[src/rtl/mem_bus_pkg.sv]
// Shared definitions for the two-master memory arbiter.
//
// Contents:
//   WORD_W      - data/address word width (32)
//   STRB_W      - byte-enable width (4)
//   bus_state_t - arbiter sequencing states (IDLE/ACCESS/WAIT/ACK)
//   clog2()     - ceiling log2, used to size the RAM word address
package mem_bus_pkg;

    localparam int WORD_W = 32;
    localparam int STRB_W = 4;

    typedef enum logic [1:0] {
        IDLE   = 2'd0,
        ACCESS = 2'd1,
        WAIT   = 2'd2,
        ACK    = 2'd3
    } bus_state_t;

    function automatic int clog2(input int value);
        int result;
        result = 0;
        while ((1 << result) < value) begin
            result = result + 1;
        end
        return result;
    endfunction

endpackage

[src/rtl/rr_arb2.sv]
// Two-way request arbiter with a registered last-owner pointer.
//
// Ports:
//   clk      in   clock, all state on posedge
//   reset    in   synchronous active-high reset
//   req      in   [1:0] request per master
//   advance  in   a grant is being taken this cycle; remember its owner
//   gnt      out  index of the winning master (combinational)
//
// With FIXED_PRI=0 a tie goes to the master that did not own the last
// transaction; with FIXED_PRI=1 master 0 always wins a tie.
module rr_arb2 #(
    parameter bit FIXED_PRI = 1'b0
) (
    input  logic       clk,
    input  logic       reset,
    input  logic [1:0] req,
    input  logic       advance,
    output logic       gnt
);

    logic last_owner;

    always_comb begin
        gnt = 1'b0;
        case (req)
            2'b01:   gnt = 1'b0;
            2'b10:   gnt = 1'b1;
            2'b11:   gnt = FIXED_PRI ? 1'b0 : ~last_owner;
            default: gnt = 1'b0;
        endcase
    end

    // Pointer starts at master 1 so that master 0 wins the first tie.
    always_ff @(posedge clk) begin
        if (reset) begin
            last_owner <= 1'b1;
        end else if (advance) begin
            last_owner <= gnt;
        end
    end

endmodule

[src/rtl/mem_arbiter_2m.sv]
// Shares one single-port synchronous word RAM between two masters using the
// valid/ready protocol (master 0 = CPU, master 1 = loader/DMA). Each access
// runs IDLE -> ACCESS -> WAIT -> ACK; out-of-range addresses complete with a
// bus error and never strobe the RAM.
//
// Ports:
//   clk, reset              clock and synchronous active-high reset
//   mN_valid/addr/wdata/wstrb   request from master N (wstrb=0 means read)
//   mN_ready/rdata          one-cycle completion pulse and read data
//   ram_en/we/addr/wdata    RAM access strobe, byte enables, word address, data
//   ram_rdata               RAM read data, valid the cycle after ram_en
//   bus_err                 pulses with ready of an out-of-range access
//   grant                   owner of the current/last transaction
module mem_arbiter_2m
    import mem_bus_pkg::*;
#(
    parameter int MEM_WORDS = 256,
    parameter bit FIXED_PRI = 1'b0,
    localparam int AW = clog2(MEM_WORDS)
) (
    input  logic              clk,
    input  logic              reset,
    input  logic              m0_valid,
    input  logic [WORD_W-1:0] m0_addr,
    input  logic [WORD_W-1:0] m0_wdata,
    input  logic [STRB_W-1:0] m0_wstrb,
    output logic              m0_ready,
    output logic [WORD_W-1:0] m0_rdata,
    input  logic              m1_valid,
    input  logic [WORD_W-1:0] m1_addr,
    input  logic [WORD_W-1:0] m1_wdata,
    input  logic [STRB_W-1:0] m1_wstrb,
    output logic              m1_ready,
    output logic [WORD_W-1:0] m1_rdata,
    output logic              ram_en,
    output logic [STRB_W-1:0] ram_we,
    output logic [AW-1:0]     ram_addr,
    output logic [WORD_W-1:0] ram_wdata,
    input  logic [WORD_W-1:0] ram_rdata,
    output logic              bus_err,
    output logic              grant
);

    bus_state_t state, state_next;

    logic              grant_next;
    logic              oor, oor_next;
    logic [STRB_W-1:0] wstrb_q, wstrb_next;
    logic              ram_en_next;
    logic [STRB_W-1:0] ram_we_next;
    logic [AW-1:0]     ram_addr_next;
    logic [WORD_W-1:0] ram_wdata_next;
    logic              m0_ready_next, m1_ready_next;
    logic [WORD_W-1:0] m0_rdata_next, m1_rdata_next;
    logic              bus_err_next;

    logic [1:0]        req;
    logic              arb_gnt;
    logic              arb_advance;
    logic [WORD_W-1:0] sel_addr;
    logic [WORD_W-1:0] sel_wdata;
    logic [STRB_W-1:0] sel_wstrb;
    logic [WORD_W-1:0] sel_word;
    logic              sel_in_range;
    logic [WORD_W-1:0] resp_data;

    // A master whose ready is high is finishing; masking it keeps a held
    // valid from being granted twice for the same request.
    assign req         = {m1_valid & ~m1_ready, m0_valid & ~m0_ready};
    assign arb_advance = (state == IDLE) && (req != 2'b00);

    rr_arb2 #(
        .FIXED_PRI (FIXED_PRI)
    ) u_arb (
        .clk     (clk),
        .reset   (reset),
        .req     (req),
        .advance (arb_advance),
        .gnt     (arb_gnt)
    );

    assign sel_addr  = arb_gnt ? m1_addr  : m0_addr;
    assign sel_wdata = arb_gnt ? m1_wdata : m0_wdata;
    assign sel_wstrb = arb_gnt ? m1_wstrb : m0_wstrb;

    // Range check on the full word index before truncating to the RAM
    // address, so high addresses cannot alias into the RAM.
    assign sel_word     = sel_addr >> 2;
    assign sel_in_range = sel_word < 32'(MEM_WORDS);

    assign resp_data = (!oor && (wstrb_q == '0)) ? ram_rdata : '0;

    // Next-state and next-output logic. Strobes and read data default to
    // zero so each is a single-cycle pulse; request latches hold.
    always_comb begin
        state_next     = state;
        grant_next     = grant;
        oor_next       = oor;
        wstrb_next     = wstrb_q;
        ram_en_next    = 1'b0;
        ram_we_next    = '0;
        ram_addr_next  = ram_addr;
        ram_wdata_next = ram_wdata;
        m0_ready_next  = 1'b0;
        m1_ready_next  = 1'b0;
        m0_rdata_next  = '0;
        m1_rdata_next  = '0;
        bus_err_next   = 1'b0;

        case (state)
            IDLE: begin
                if (req != 2'b00) begin
                    state_next     = ACCESS;
                    grant_next     = arb_gnt;
                    oor_next       = ~sel_in_range;
                    wstrb_next     = sel_wstrb;
                    ram_en_next    = sel_in_range;
                    ram_we_next    = sel_in_range ? sel_wstrb : '0;
                    ram_addr_next  = sel_word[AW-1:0];
                    ram_wdata_next = sel_wdata;
                end
            end
            ACCESS: begin
                state_next = WAIT;
            end
            WAIT: begin
                state_next   = ACK;
                bus_err_next = oor;
                if (grant) begin
                    m1_ready_next = 1'b1;
                    m1_rdata_next = resp_data;
                end else begin
                    m0_ready_next = 1'b1;
                    m0_rdata_next = resp_data;
                end
            end
            ACK: begin
                state_next = IDLE;
            end
            default: begin
                state_next = IDLE;
            end
        endcase
    end

    // State and registered outputs; reset aborts any access in flight.
    always_ff @(posedge clk) begin
        if (reset) begin
            state     <= IDLE;
            grant     <= 1'b0;
            oor       <= 1'b0;
            wstrb_q   <= '0;
            ram_en    <= 1'b0;
            ram_we    <= '0;
            ram_addr  <= '0;
            ram_wdata <= '0;
            m0_ready  <= 1'b0;
            m1_ready  <= 1'b0;
            m0_rdata  <= '0;
            m1_rdata  <= '0;
            bus_err   <= 1'b0;
        end else begin
            state     <= state_next;
            grant     <= grant_next;
            oor       <= oor_next;
            wstrb_q   <= wstrb_next;
            ram_en    <= ram_en_next;
            ram_we    <= ram_we_next;
            ram_addr  <= ram_addr_next;
            ram_wdata <= ram_wdata_next;
            m0_ready  <= m0_ready_next;
            m1_ready  <= m1_ready_next;
            m0_rdata  <= m0_rdata_next;
            m1_rdata  <= m1_rdata_next;
            bus_err   <= bus_err_next;
        end
    end

endmodule

[config.mk]
export PLATFORM = sky130hd
export DESIGN_NAME = mem_arbiter_2m
export DESIGN_NICKNAME = d
export VERILOG_FILES = /design/src/rtl/mem_bus_pkg.sv /design/src/rtl/rr_arb2.sv /design/src/rtl/mem_arbiter_2m.sv
export SDC_FILE = /design/constraint.sdc
export NUM_CORES = 1
export LEC_CHECK = 0
export CORE_UTILIZATION = 30
export CTS_BUF_LIST = sky130_fd_sc_hd__clkbuf_2
export CTS_CLUSTER_SIZE = 25
export DETAILED_ROUTE_END_ITERATION = 6
export GPL_TIMING_DRIVEN = 0
export PLACE_DENSITY = 0.72
export RECOVER_POWER = 25
export SLEW_MARGIN = 20
export SYNTH_ARGS = -nofsm -noshare
export SYNTH_HDL_FRONTEND = slang
export SYNTH_SLANG_ARGS = --single-unit
[constraint.sdc]
create_clock -name clk -period 1.7 [get_ports clk]
set_clock_uncertainty 0.2 [all_clocks]
set_input_delay 0.17 -clock clk [delete_from_list [all_inputs] [get_ports clk]]
set_output_delay 0.17 -clock clk [all_outputs]
set_load 0.1 [all_outputs]
==> out/results.txt, run 1 <==
The actual transition at the worst max-transition pin is 0.675 ns, and the placer congestion estimate is 0.782. The worst flop-to-flop path endpoint was ram_wdata[15]$_SDFFE_PP0P_. The site row count was 43. Path type of the worst setup path: reg2reg. The final max-slew violation count was 0.

The logs give 0.0149 mm² for the area of the die and 0 for the total number of yosys warnings. The count of nets left with antenna violations once routing finished came out at 0. STA classifies the critical path endpoint as a flip-flop. The hold path endpoint is ram_we[0]$_SDFF_PP0_. After detailed routing, the number of vias per cell comes to 4.79.

The global-route wire length before repair is 28500 µm. Tracing the worst setup path back leads to its startpoint at m1_ready$_SDFF_PP0_. In this run the tightest slew margin relative to its limit is 55.0%. In the finished design, the share of the clock period the worst path needs comes to 102%. Before CTS, the worst setup slack after placement is -0.454 ns. The pre-antenna-repair detailed-routing pass consisted of 4 iterations.

The tools report the hold path startpoint as m1_addr[16]. For the slack of the critical path, the log shows -0.0405 ns. The run gives 17 as the pin count of the biggest net entering global routing.

TritonCTS built the clock tree. The count of flip-flops with a built-in enable after synthesis is 0. In the global route stage, overall resource usage came out at 25.7%. The number of different library cells in the post-synthesis netlist was 33. The worst hold path belongs to the class in2reg. The analysis attributes to cell leakage a power of 4.31 nW. For this run, design rule violations remaining after detail routing come to 0. The floorplan step defined a core boundary enclosing 0.0139 mm².

The number of clock buffers added by TritonCTS is 17. Sort of element at the start of the critical path: a flip-flop. Overall overflow remaining after global route: 0. The worst-case IR drop observed on VDD is 1.33 mV. After clock tree synthesis, the clock-pin slew on the worst setup and hold paths is 0.23 ns.

The count of final setup violators is 11, and the detailed-route wire length is 20100 µm. Setup repair after global routing could not meet its margin everywhere. The most used flip-flop cell after synthesis was sky130_fd_sc_hd__dfxtp_1. Counting instances, the worst hold path has a depth of 5. Detailed placement finished with a half-perimeter wire length of 10800 µm. Hold violation total from the final report: 0. The run gives 2 as the maximum buffer depth of the clock tree.

The detailed router finished its first iteration with 229 violations. The post-route standard cell area excluding fillers was 0.0107 mm². Reg-to-reg startpoint: m1_ready$_SDFF_PP0_. The number of synthesized register bits is 121, and the average wire per standard cell is 19.5 µm.

Compared with the post-synthesis result, the final layout area differs by 149%. The post-synthesis area per instance came out at 10.7 µm². The flow ran to the end, but the final reports show violations. The count of vias placed by the detailed router came out at 4926. The final reports fail on setup timing. Input and output buffers added on the ports amount to 279. The repair_antennas step left the layout with diodes totalling 0. For the insertion delay to the later sink of the worst-skew pair, the log shows 0.66 ns. For the number of inserted filler cells in the final layout, the log shows 754. In this run the clock root is driven by a sky130_fd_sc_hd__clkbuf_2.

285 I/O pins were placed. Fraction of layout cells with a size suffix above 1: 42.0%. Proportion of synthesized flip-flops having asynchronous set or reset: 0%. The y dimension of the die is 122 µm, and the number of antenna violations at the first check in global routing is 0. Highest fanout seen on the critical path: 10. Counting cells, the worst reg-to-reg path comes to 6. In this run the cell area of the synthesized design comes to 0.00432 mm².

The worst path needs 1.74 ns of the cycle, external delays included. The cell count after synthesis came out at 403. The power density over the cells works out to 1400 mW/mm². For the number of global-route vias before repair, the log shows 5344. The die is 122 µm wide.

The design draws 15.0 mW. The tools report the flop-to-flop setup slack as -0.04 ns. Once the floorplan was initialized, standard cells occupied 31.0% of the core. The clock net in this run drives a total of 121 sinks.

The sequential cell area fraction in the yosys report came out at 56.1%. The library cell used most frequently in the layout, excluding fill and tap cells, is sky130_fd_sc_hd__clkdlybuf4s50_1. For the worst setup path, the data arrival time is 2.13 ns.

The H-tree was split into 4 levels. Data on the critical path is required at its endpoint by 2.09 ns. The total placed instance area is 0.00738 mm².

The layout net count is 1009. Leaving out fill and tap cells, the most frequent cells in the layout are sky130_fd_sc_hd__clkdlybuf4s50_1 (166), sky130_fd_sc_hd__dlygate4sd3_1 (121), sky130_fd_sc_hd__buf_12 (117). The logs give 577 for the post-synthesis net count and 0 for the total of max-cap violations. For this run, the top clock speed supported by timing is 0.575 GHz.
[worst max-delay path by stage]
stage,slack (ns),end,cells after the start
6_report,-0.04,ram_wdata[15]$_SDFFE_PP0P_,6
5_1_grt,-0.11,ram_wdata[11]$_SDFFE_PP0P_,6
3_5_place_dp,-0.45,ram_wdata[4]$_SDFFE_PP0P_,7
3_3_place_gp,-0.41,ram_addr[5]$_SDFFE_PP0P_,7
2_1_floorplan,-0.10,ram_we[0]$_SDFF_PP0_,5
4_1_cts,-0.02,m0_ready,1
[final cells by class]
class                           instances  area, µm²  share of cell area [%]
Sequential cell                       121       2580                    24.0
Buffer                                 27        320                    2.98
Clock inverter                         14        171                    1.60
Tap cell                              180        225                    2.10
Timing Repair Buffer                  413       5270                    49.1
Clock buffer                           18       90.1                   0.839
Inverter                                2       12.5                   0.117
Multi-Input combinational cell        253       2070                    19.3
[what timing repair did]
item,in CTS,in global routing
setup buffers,5,5
hold endpoints to repair,118,0
hold buffers,121,0
pin swaps,5,11
gates resized for setup,1153,111
setup endpoints to repair,225,189
cloned,4,0
[critical path, cell delays in order, from the launching register on]
cell                       delay, ns
sky130_fd_sc_hd__dfxtp_4        0.39
sky130_fd_sc_hd__and2b_1        0.20
sky130_fd_sc_hd__buf_6          0.13
sky130_fd_sc_hd__nand2_8        0.10
sky130_fd_sc_hd__buf_12         0.18
sky130_fd_sc_hd__mux2i_4        0.19
sky130_fd_sc_hd__a211oi_2       0.26
[stage by stage]
stage	instances	setup TNS, ns	util [%]	hold WS (ns)
4_1_cts	1024	-0.189	74.3	0.0287
6_report	1028	-0.226	77.0	0.101
3_5_place_dp	862	-46.88	52.9	0.245
2_1_floorplan	403	-2.23	-	0.0917
5_1_grt	1028	-3.22	77.0	0.0588
3_3_place_gp	862	-45.15	52.9	0.233
[power by group]
part	internal, mW	leakage [nW]	switching [mW]
clock	0.832	0.142	1.20
sequential	3.51	1.04	0.620
combinational	3.54	3.14	5.30
total	7.88	4.31	7.12
[cells by family (layout without fill, tap and decap cells)]
kind of cell    count (synthesis)  after routing  synth area share (%)
buf+inv                        29            474                  3.36
mux                            45             45                  10.4
fa+ha+maj                       2              2                 0.580
flops                         121            121                  56.1
simple gates                  153            153                  20.2
compound gates                 53             53                  9.28
[cells in the mapped netlist, types with 2 or more instances]
cell type | n | share of area, %
sky130_fd_sc_hd__clkbuf_1 | 16 | 1.4
sky130_fd_sc_hd__buf_2 | 2 | 0.23
sky130_fd_sc_hd__buf_6 | 2 | 0.52
sky130_fd_sc_hd__and2_1 | 66 | 9.6
sky130_fd_sc_hd__nand2_1 | 4 | 0.35
sky130_fd_sc_hd__dfxtp_1 | 121 | 56
sky130_fd_sc_hd__nor3_1 | 7 | 0.81
sky130_fd_sc_hd__nand2b_1 | 3 | 0.43
sky130_fd_sc_hd__nor2_1 | 50 | 4.3
sky130_fd_sc_hd__a21oi_1 | 3 | 0.35
sky130_fd_sc_hd__ha_1 | 2 | 0.58
sky130_fd_sc_hd__nor2b_1 | 3 | 0.43
sky130_fd_sc_hd__buf_1 | 2 | 0.17
sky130_fd_sc_hd__nand3_1 | 2 | 0.23
sky130_fd_sc_hd__nor4_1 | 4 | 0.58
sky130_fd_sc_hd__buf_4 | 5 | 0.87
sky130_fd_sc_hd__nor4_2 | 5 | 1.4
sky130_fd_sc_hd__nand4_2 | 2 | 0.58
sky130_fd_sc_hd__a211oi_1 | 45 | 7.8
sky130_fd_sc_hd__mux2i_1 | 45 | 10
sky130_fd_sc_hd__inv_1 | 2 | 0.17
[flip-flops by register name (all words and copies together), names as in the netlist]
| signal | count |
|---|---|
| m0_rdata | 32 |
| m1_rdata | 32 |
| ram_wdata | 32 |
| ram_addr | 8 |
| ram_we | 4 |
| wstrb_q | 4 |
| state | 2 |
| bus_err | 1 |
| grant | 1 |
| m0_ready | 1 |
| m1_ready | 1 |
| oor | 1 |
| ram_en | 1 |
| u_arb.last_owner | 1 |
[metal layers]
layer | wire [µm] | global-route usage (%) | up-vias | part of all wire, %
li1 | - | - | 2253 | -
met2 | 11000 | 49.8 | 272 | 55
met1 | 6990 | 25.3 | 2347 | 35
met4 | 689 | 9.80 | 0 | 3.4
met3 | 1420 | 7.77 | 54 | 7.1
met5 | 0 | 0 | - | 0
Note: power is estimated with default switching activity, not from simulation.
==> run 2: changes to the inputs <==
--- a/config.mk
+++ b/config.mk
@@ -5,12 +5,11 @@
 export SDC_FILE = /design/constraint.sdc
 export NUM_CORES = 1
 export LEC_CHECK = 0
-export CORE_UTILIZATION = 30
+export CORE_UTILIZATION = 33
 export CTS_BUF_LIST = sky130_fd_sc_hd__clkbuf_2
 export CTS_CLUSTER_SIZE = 25
 export DETAILED_ROUTE_END_ITERATION = 6
-export GPL_TIMING_DRIVEN = 0
-export PLACE_DENSITY = 0.72
+export PLACE_DENSITY = 0.78
 export RECOVER_POWER = 25
 export SLEW_MARGIN = 20
 export SYNTH_ARGS = -nofsm -noshare
==> run 2 against run 1 <==
Design area is 2.5% higher; the run still ends with setup timing left; largest cell class unchanged; sequential share of layout area is 0.64 points lower; core utilization rose by 9.8 points; combinational power rose by 10%; first-iteration DRC count increased by 37%; flip-flop and latch count stayed put; register-to-register slack worse by 0.04 ns; maximum frequency is 2.4% lower; critical endpoint is now ram_wdata[11]$_SDFFE_PP0P_; highest routed layer unchanged; largest power group unchanged; count of clock-buffer cells in the layout down 1.
==> out/results.txt, run 2 (synthesized netlist as in run 1, its figures left out) <==
The clock root buffer was sky130_fd_sc_hd__clkbuf_2. The startpoint identified for the worst hold timing path is m0_wdata[14]. The number of inserted filler cells in the final layout is 544 (-28%), and the highest fanout seen on the critical path is 6 (-4).

The path class of the tightest hold or removal check is in2reg. The average wire per standard cell works out to 22.0 µm (+13%). The fraction of layout cells with a size suffix above 1 is 44.8% (+2.8 points), and the die width is 116 µm (-4.6%). The maximum vdd ir drop came out at 1.09 mV (-18%).

Final max-slew violation count: 0 (unchanged). The tools report the insertion delay to the later sink of the worst-skew pair as 0.66 ns (about the same). The hold path endpoint is ram_wdata[14]$_SDFFE_PP0P_.

The total of buffers placed on input and output ports was 280 (+0.36%); the static leakage was 4.43 nW (+2.8%). The largest registers in the layout are m0_rdata: 32 flops, m1_rdata: 32 flops, ram_wdata: 32 flops. Setup repair after global routing could not meet its margin everywhere.

The max-slew headroom at the worst pin was 54.7% (-0.37 points). The most common cell after layout, fill and taps aside is sky130_fd_sc_hd__clkdlybuf4s50_1. The run gives 1016 (+0.69%) as the layout net count.

The tools report the number of clock buffers inserted by TritonCTS as 17 (unchanged). The worst reg2reg path depth works out to 6 (unchanged). The starting DRC count in detailed routing is 313 (+37%), and the global-route wire length before repair is 29300 µm (+3.0%). The DRC violation count after routing was 0 (unchanged). The checks that failed: setup timing.

The number of instances in the placed design was 856 (-0.70%). The overall overflow remaining after global route was 0 (unchanged). The site row count was 41 (-4.7%); the global routing usage summed across all routing layers was 29.4% (+3.7 points). The run gives 4 (unchanged) as the H-tree depth. The clock slew seen by the registers of the worst setup and hold paths came out at 0.21 ns (-0.02 ns).

The hold-critical path depth is 3 (-2). Time the final worst path needs with I/O delays and setup: 1.78 ns (+0.0419 ns). The area of the core region came out at 0.0127 mm² (-9.1%). The tools report the kind of capture point of the worst setup path as a flip-flop.

The total power consumption of the routed design was 15.9 mW (+5.9%). The number of global-route vias before repair was 5349 (+0.094%). The boundary pin count was 285 (unchanged).

The arrival time of data at the critical path endpoint is 2.16 ns (+0.03 ns). For the final cell count without fillers, the log shows 1028 (unchanged). The detailed-route vias per instance came out at 4.97 (+3.7%). The layout overhead on the synthesized area is 155%, and the starting utilization of the core area is 34.1% (+3.1 points).

The worst setup path is launched from a flip-flop. The count of vias placed by the detailed router is 5110 (+3.7%). The logs give -0.08 ns (-0.04 ns) for the flop-to-flop setup slack and 44 (+27) for the pin count of the biggest net entering global routing. For the area of the die, the log shows 0.0135 mm² (-8.9%). The logs give 121 (unchanged) for the count of clock tree sinks and -0.0823 ns (-0.0419 ns) for the slack of the critical path. Count of final setup violators: 34 (+23). The worst register-to-register path ends at ram_wdata[11]$_SDFFE_PP0P_. The run finished, with violations left.

TritonCTS built the clock tree. The final worst-path cycle share was 105% (+2.5 points); the number of antenna violations at the first check in global routing was 0 (unchanged). The count of antenna-violating nets left after detailed routing is 0 (unchanged), and the y dimension of the die is 116 µm (-4.6%). The power density over the cells was 1450 mW/mm² (+3.4%).

The data required time at the worst endpoint was 2.08 ns (about the same); the first-pass iteration count of the detailed router was 4 (unchanged). The run gives 2 (unchanged) as the maximum buffer depth of the clock tree. In the layout the commonest cells are sky130_fd_sc_hd__clkdlybuf4s50_1 (166), sky130_fd_sc_hd__buf_12 (121), sky130_fd_sc_hd__dlygate4sd3_1 (115). The detailed-route wire length is 22600 µm (+13%). In this run the critical register-to-register path is launched from m1_ready$_SDFF_PP0_. The tools report the hold violation total from the final report as 0 (unchanged). The actual transition at the worst max-transition pin is 0.680 ns (+0.00555 ns). The path type of the worst setup path is reg2reg. The run gives 11100 µm (+2.6%) as the detailed-placement wirelength estimate.

The placer congestion estimate was 0.798 (+2.1%). The maximum achievable frequency came out at 0.561 GHz (-2.4%). The total of max-cap violations came out at 0 (unchanged).
==> run 2: final cells by class <==
cell class | count | area (µm²) | share of cell area [%]
clock inverters | 15 | 169 | 1.54
flip-flops and latches | 121 | 2570 | 23.4
well taps | 172 | 215 | 1.96
inverters | 2 | 10.0 | 0.0910
repair buffers | 446 | 5740 | 52.2
diodes | 1 | 2.50 | 0.0228
clock buffers | 17 | 85.1 | 0.774
multi-input cells | 254 | 2200 | 20.0
==> run 2: metal layers <==
| metal | share of wire [%] | vias to the layer above | GRT usage [%] |
|---|---|---|---|
| li1 | - | 2277 | - |
| met1 | 34 | 2484 | 29.3 |
| met2 | 55 | 283 | 54.8 |
| met3 | 7.9 | 66 | 9.24 |
| met4 | 3.7 | 0 | 14.8 |
| met5 | 0 | - | 0 |
==> run 2: worst max-delay path, stage by stage (launching register included) <==
cell,delay [ns]
sky130_fd_sc_hd__dfxtp_4,0.39
sky130_fd_sc_hd__and2b_4,0.30
sky130_fd_sc_hd__nand2_8,0.10
sky130_fd_sc_hd__buf_12,0.15
sky130_fd_sc_hd__buf_4,0.13
sky130_fd_sc_hd__mux2i_1,0.15
sky130_fd_sc_hd__a211oi_2,0.27
==> run 2: timing repair <==
item,in CTS,in global routing
setup buffers,11,7
hold buffers,113,2
endpoints found under the hold margin,116,1
cloned,4,5
resized for setup,96,121
pin swaps,17,26
endpoints found under the setup margin,124,166
==> run 2: worst max path at each step <==
stage                                from                    endpoint  slack, ns
detailed placement  state[0]$_SDFFE_PP0P_      m1_rdata[6]$_SDFF_PP0_      -0.45
floorplan             m1_ready$_SDFF_PP0_        ram_we[0]$_SDFF_PP0_      -0.10
CTS                   m0_ready$_SDFF_PP0_                    m0_ready      -0.06
global placement              m0_addr[24]        ram_we[1]$_SDFF_PP0_      -0.37
global route        state[1]$_SDFFE_PP0P_  ram_wdata[10]$_SDFFE_PP0P_      -0.14
finish                m1_ready$_SDFF_PP0_  ram_wdata[11]$_SDFFE_PP0P_      -0.08
==> run 2: per-stage QoR <==
step                      hold slack, ns  utilization, %  setup WS (ns)  area (µm²)  setup TNS (ns)
after floorplan                   0.0917               -         -0.101        4360           -2.23
after global placement             0.253            67.9         -0.366        8610          -22.65
after detailed placement           0.262            67.9         -0.449        8610          -28.64
after CTS                       0.000260            82.8        -0.0642       10500          -0.556
after global routing              0.0549            86.8         -0.140       11000           -4.93
final                             0.0636            86.8        -0.0823       11000           -1.29
==> run 2: where the power goes <==
part	leakage, nW	internal, mW	total [mW]	switching [mW]
logic	3.26	4.00	9.74	5.73
registers	1.03	3.51	4.15	0.634
clock network	0.143	0.704	2.01	1.30
==> run 3: changes to the inputs <==
--- a/config.mk
+++ b/config.mk
@@ -5,11 +5,11 @@
 export SDC_FILE = /design/constraint.sdc
 export NUM_CORES = 1
 export LEC_CHECK = 0
-export CORE_UTILIZATION = 33
+export CORE_UTILIZATION = 37
 export CTS_BUF_LIST = sky130_fd_sc_hd__clkbuf_2
 export CTS_CLUSTER_SIZE = 25
 export DETAILED_ROUTE_END_ITERATION = 6
-export PLACE_DENSITY = 0.78
+export PLACE_DENSITY = 0.82
 export RECOVER_POWER = 25
 export SLEW_MARGIN = 20
 export SYNTH_ARGS = -nofsm -noshare
==> constraint.sdc (replaced) <==
create_clock -name clk -period 1.86 [get_ports clk]
set_clock_uncertainty 0.2 [all_clocks]
set_input_delay 0.186 -clock clk [delete_from_list [all_inputs] [get_ports clk]]
set_output_delay 0.186 -clock clk [all_outputs]
set_load 0.1 [all_outputs]
==> run 3 against run 2 <==
Core utilization decreased by 8.1 points; power decreased by 20%; count of clock-buffer cells in the layout unchanged; non-clock buffer count decreased by 31; sequential power decreased by 16%; setup slack improved by 0.12 ns; clock power decreased by 9%; largest cell class unchanged; the flow now finishes without violations; die area decreased by 11%; routed wire length decreased by 19%; first-iteration DRC count decreased by 11%.
==> out/results.txt, run 3 (synthesized netlist as in run 1, its figures left out) <==
The run finished with clean final reports. The max-slew headroom at the worst pin was 60.9% (+6.2 points). The layout net count was 985 (-3.1%).

In this run the most critical hold path is launched from m0_wdata[7]. After global routing, the most crowded layer is met2. In the final layout, the registers with the most flip-flops are m0_rdata: 32 flops, m1_rdata: 32 flops, ram_wdata: 32 flops.

The total of buffers placed on input and output ports came out at 280 (unchanged). The number of global-route vias before repair came out at 4761 (-11%). The run gives 0.0114 mm² (-10%) as the area of the core region.

The logs give 0 (unchanged) for the count of antenna-violating nets left after detailed routing and 49.2% (-5.6 points) for the routing usage on met2. Worst min-delay path category: in2reg. The multi-input gate area in the final layout is 0.00188 mm² (-15%). Leaving out fill and tap cells, the most frequent cells in the layout are sky130_fd_sc_hd__clkdlybuf4s50_1 (166), sky130_fd_sc_hd__dfxtp_1 (118), sky130_fd_sc_hd__dlygate4sd3_1 (106).

For the starting utilization of the core area, the log shows 38.0% (+3.9 points). The pin count of the biggest net entering global routing was 56 (+27%); the combined flip-flop and latch cell area was 0.00243 mm² (-5.5%). The worst hold path terminates at ram_wdata[7]$_SDFFE_PP0P_. The first-pass iteration count of the detailed router was 4 (unchanged); the share of total power consumed by net switching was 49.9% (+1.6 points). The internal cell power is 6.34 mW (-23%), and the worst reg2reg path depth is 8 (+2).

The count of final setup violators was 0 (-100%). The count of vias placed by the detailed router is 4783 (-6.4%), and the post-place setup slack is -0.243 ns (+0.206 ns). The tools report the maximum vdd ir drop as 0.895 mV (-18%). The die width came out at 110 µm (-5.5%). The static leakage is 3.89 nW (-12%). The area of the die is 0.0121 mm² (-11%), and the number of clock buffers inserted by TritonCTS is 17 (unchanged). The hold violation total from the final report is 0 (unchanged). The total power consumption of the routed design was 12.7 mW (-20%); the highest fanout seen on the critical path was 7 (+1). The power density over the cells works out to 1410 mW/mm² (-2.1%). The detailed-route vias per instance came out at 4.94 (-0.60%). The worst register-to-register path begins at state[0]$_SDFFE_PP0P_. For the final max-slew violation count, the log shows 0 (unchanged). The run gives 23800 µm (-19%) as the global-route wire length before repair. Sort of element at the start of the critical path: a flip-flop.

The final hold slack came out at 0.0358 ns (-0.0277 ns). The root buffer cell chosen for the clock tree is sky130_fd_sc_hd__clkbuf_2. The data required time at the worst endpoint is 2.23 ns (+0.15 ns). The global routing usage summed across all routing layers came out at 26.4% (-3.0 points). The kind of capture point of the worst setup path is a flip-flop. The run gives 26.6% (-2.7 points) as the met1 demand-to-capacity share in global routing. The part of the power in registers was 27.4% (+1.3 points); the combinational share of power was 58.2% (-3.1 points). The critical path in this run is classified as reg2reg.

For the met3 usage in global routing, the log shows 7.70% (-1.5 points). The tools report the H-tree depth as 4 (unchanged). The slack of the critical path was 0.0381 ns (+0.120 ns); the number of inserted filler cells in the final layout was 640 (+18%). Maximum achievable frequency: 0.549 GHz (-2.2%). The total of max-cap violations was 0 (unchanged); the actual transition at the worst max-transition pin was 0.587 ns (-0.0935 ns).

The boundary pin count was 285 (unchanged); the number of antenna violations at the first check in global routing was 0 (unchanged). For the overall overflow remaining after global route, the log shows 0 (unchanged). The hold-critical path depth was 3 (unchanged). The worst register-to-register path ends at ram_wdata[20]$_SDFFE_PP0P_. The time the final worst path needs with I/O delays and setup was 1.82 ns (+0.0395 ns); the DRC violation count after routing was 0 (unchanged). Fraction of layout cells with a size suffix above 1: 25.5% (-19 points). The area growth from synthesis to layout is 107%. For the site row count, the log shows 39 (-4.9%). The logs give 121 (unchanged) for the count of clock tree sinks and 0.782 (-2.0%) for the placer congestion estimate. Leaving out fill and tap cells, the most frequent cell in the layout is sky130_fd_sc_hd__clkdlybuf4s50_1.

The net switching power of the design was 6.31 mW (-18%); the insertion delay to the later sink of the worst-skew pair was 0.66 ns (about the same). TritonCTS built the clock tree. For the detailed-placement wirelength estimate, the log shows 10200 µm (-7.8%). Detailed-route wire length: 18300 µm (-19%). The average wire per standard cell came out at 18.9 µm (-14%). The y dimension of the die is 110 µm (-5.5%). The starting DRC count in detailed routing is 279 (-11%), and the clock share of power is 14.3% (+1.7 points). The arrival time of data at the critical path endpoint is 2.19 ns (+0.03 ns). The final worst-path cycle share is 98.0% (-6.9 points), and the flop-to-flop setup slack is 0.04 ns (+0.12 ns). The clock slew seen by the registers of the worst setup and hold paths was 0.20 ns (about the same). The maximum buffer depth of the clock tree is 2 (unchanged).
## run 3: cell types whose count changed in the layout (fill, tap and decap cells not counted), moves of 5 or more
cell | before | now
sky130_fd_sc_hd__clkbuf_4 | 0 | 16
sky130_fd_sc_hd__buf_12 | 121 | 25
sky130_fd_sc_hd__dfxtp_2 | 86 | 1
sky130_fd_sc_hd__buf_4 | 28 | 89
sky130_fd_sc_hd__and2_0 | 0 | 5
sky130_fd_sc_hd__dlygate4sd3_1 | 115 | 106
sky130_fd_sc_hd__dfxtp_1 | 24 | 118
sky130_fd_sc_hd__nor2_2 | 11 | 0
sky130_fd_sc_hd__a211oi_1 | 13 | 33
sky130_fd_sc_hd__mux2i_4 | 7 | 0
sky130_fd_sc_hd__a211oi_2 | 32 | 12
sky130_fd_sc_hd__mux2i_1 | 32 | 40
sky130_fd_sc_hd__nor2_1 | 37 | 50
sky130_fd_sc_hd__dfxtp_4 | 11 | 2
## run 3: cell type report
cell class / instances / area share (%)
Clock buffer: 17 / 0.951
Tap cell: 143 / 2.00
Antenna cell: 1 / 0.0280
Sequential cell: 121 / 27.2
Clock inverter: 15 / 1.82
Multi-Input combinational cell: 254 / 21.0
Inverter: 2 / 0.0839
Timing Repair Buffer: 415 / 47.0
## run 3: repair_timing
action	in CTS	in global routing
hold buffers	106	0
pin swaps	0	2
resized for setup	1	32
endpoints found under the hold margin	115	0
setup endpoints to repair	32	69
buffers inserted	0	4
cloned	0	6
## run 3: worst max-delay path, cell delays in order (launching register included)
cell	delay, ns
sky130_fd_sc_hd__dfxtp_1	0.38
sky130_fd_sc_hd__inv_1	0.06
sky130_fd_sc_hd__buf_4	0.14
sky130_fd_sc_hd__ha_4	0.15
sky130_fd_sc_hd__a21boi_4	0.14
sky130_fd_sc_hd__buf_12	0.15
sky130_fd_sc_hd__buf_8	0.13
sky130_fd_sc_hd__clkbuf_16	0.16
sky130_fd_sc_hd__a211oi_1	0.24
## run 3: per-stage QoR
step	area, µm²	cells	setup TNS (ns)	util (%)
4_1_cts	9040	957	-0.00235	79.5
3_5_place_dp	7720	819	-11.05	67.9
5_1_grt	8940	967	-0.0810	78.7
6_report	8950	968	0	78.7
3_3_place_gp	7720	819	-6.39	67.9
2_1_floorplan	4320	403	0	-
## run 3: per-layer routing
layer / part of all wire [%] / vias up
met3: 7.6 / 46
met2: 54 / 250
met1: 36 / 2279
met5: 0 / -
met4: 3.3 / 0
li1: - / 2208
## run 3: worst max-delay path by stage
| stage | cells past startpoint | from | slack [ns] | to |
|---|---|---|---|---|
| 2_1_floorplan | 6 | m0_ready$_SDFF_PP0_ | 0.04 | ram_addr[0]$_SDFFE_PP0P_ |
| 3_3_place_gp | 5 | m0_addr[24] | -0.21 | ram_we[0]$_SDFF_PP0_ |
| 3_5_place_dp | 6 | state[0]$_SDFFE_PP0P_ | -0.24 | m1_rdata[23]$_SDFF_PP0_ |
| 4_1_cts | 6 | state[0]$_SDFFE_PP0P_ | -0.002 | m1_rdata[19]$_SDFF_PP0_ |
| 5_1_grt | 8 | state[0]$_SDFFE_PP0P_ | -0.04 | ram_wdata[16]$_SDFFE_PP0P_ |
| 6_report | 8 | state[0]$_SDFFE_PP0P_ | 0.04 | ram_wdata[20]$_SDFFE_PP0P_ |
## run 3: power by group through the flow
stage                     logic, mW  registers [mW]  clock network (mW)
final                          7.37            3.47                1.82
after global routing           7.60            3.51                1.95
after CTS                      7.03            3.55                1.79
after detailed placement       6.83            3.61                   0
after global placement         6.73            3.57                   0
after floorplan                1.37            6.34                   0
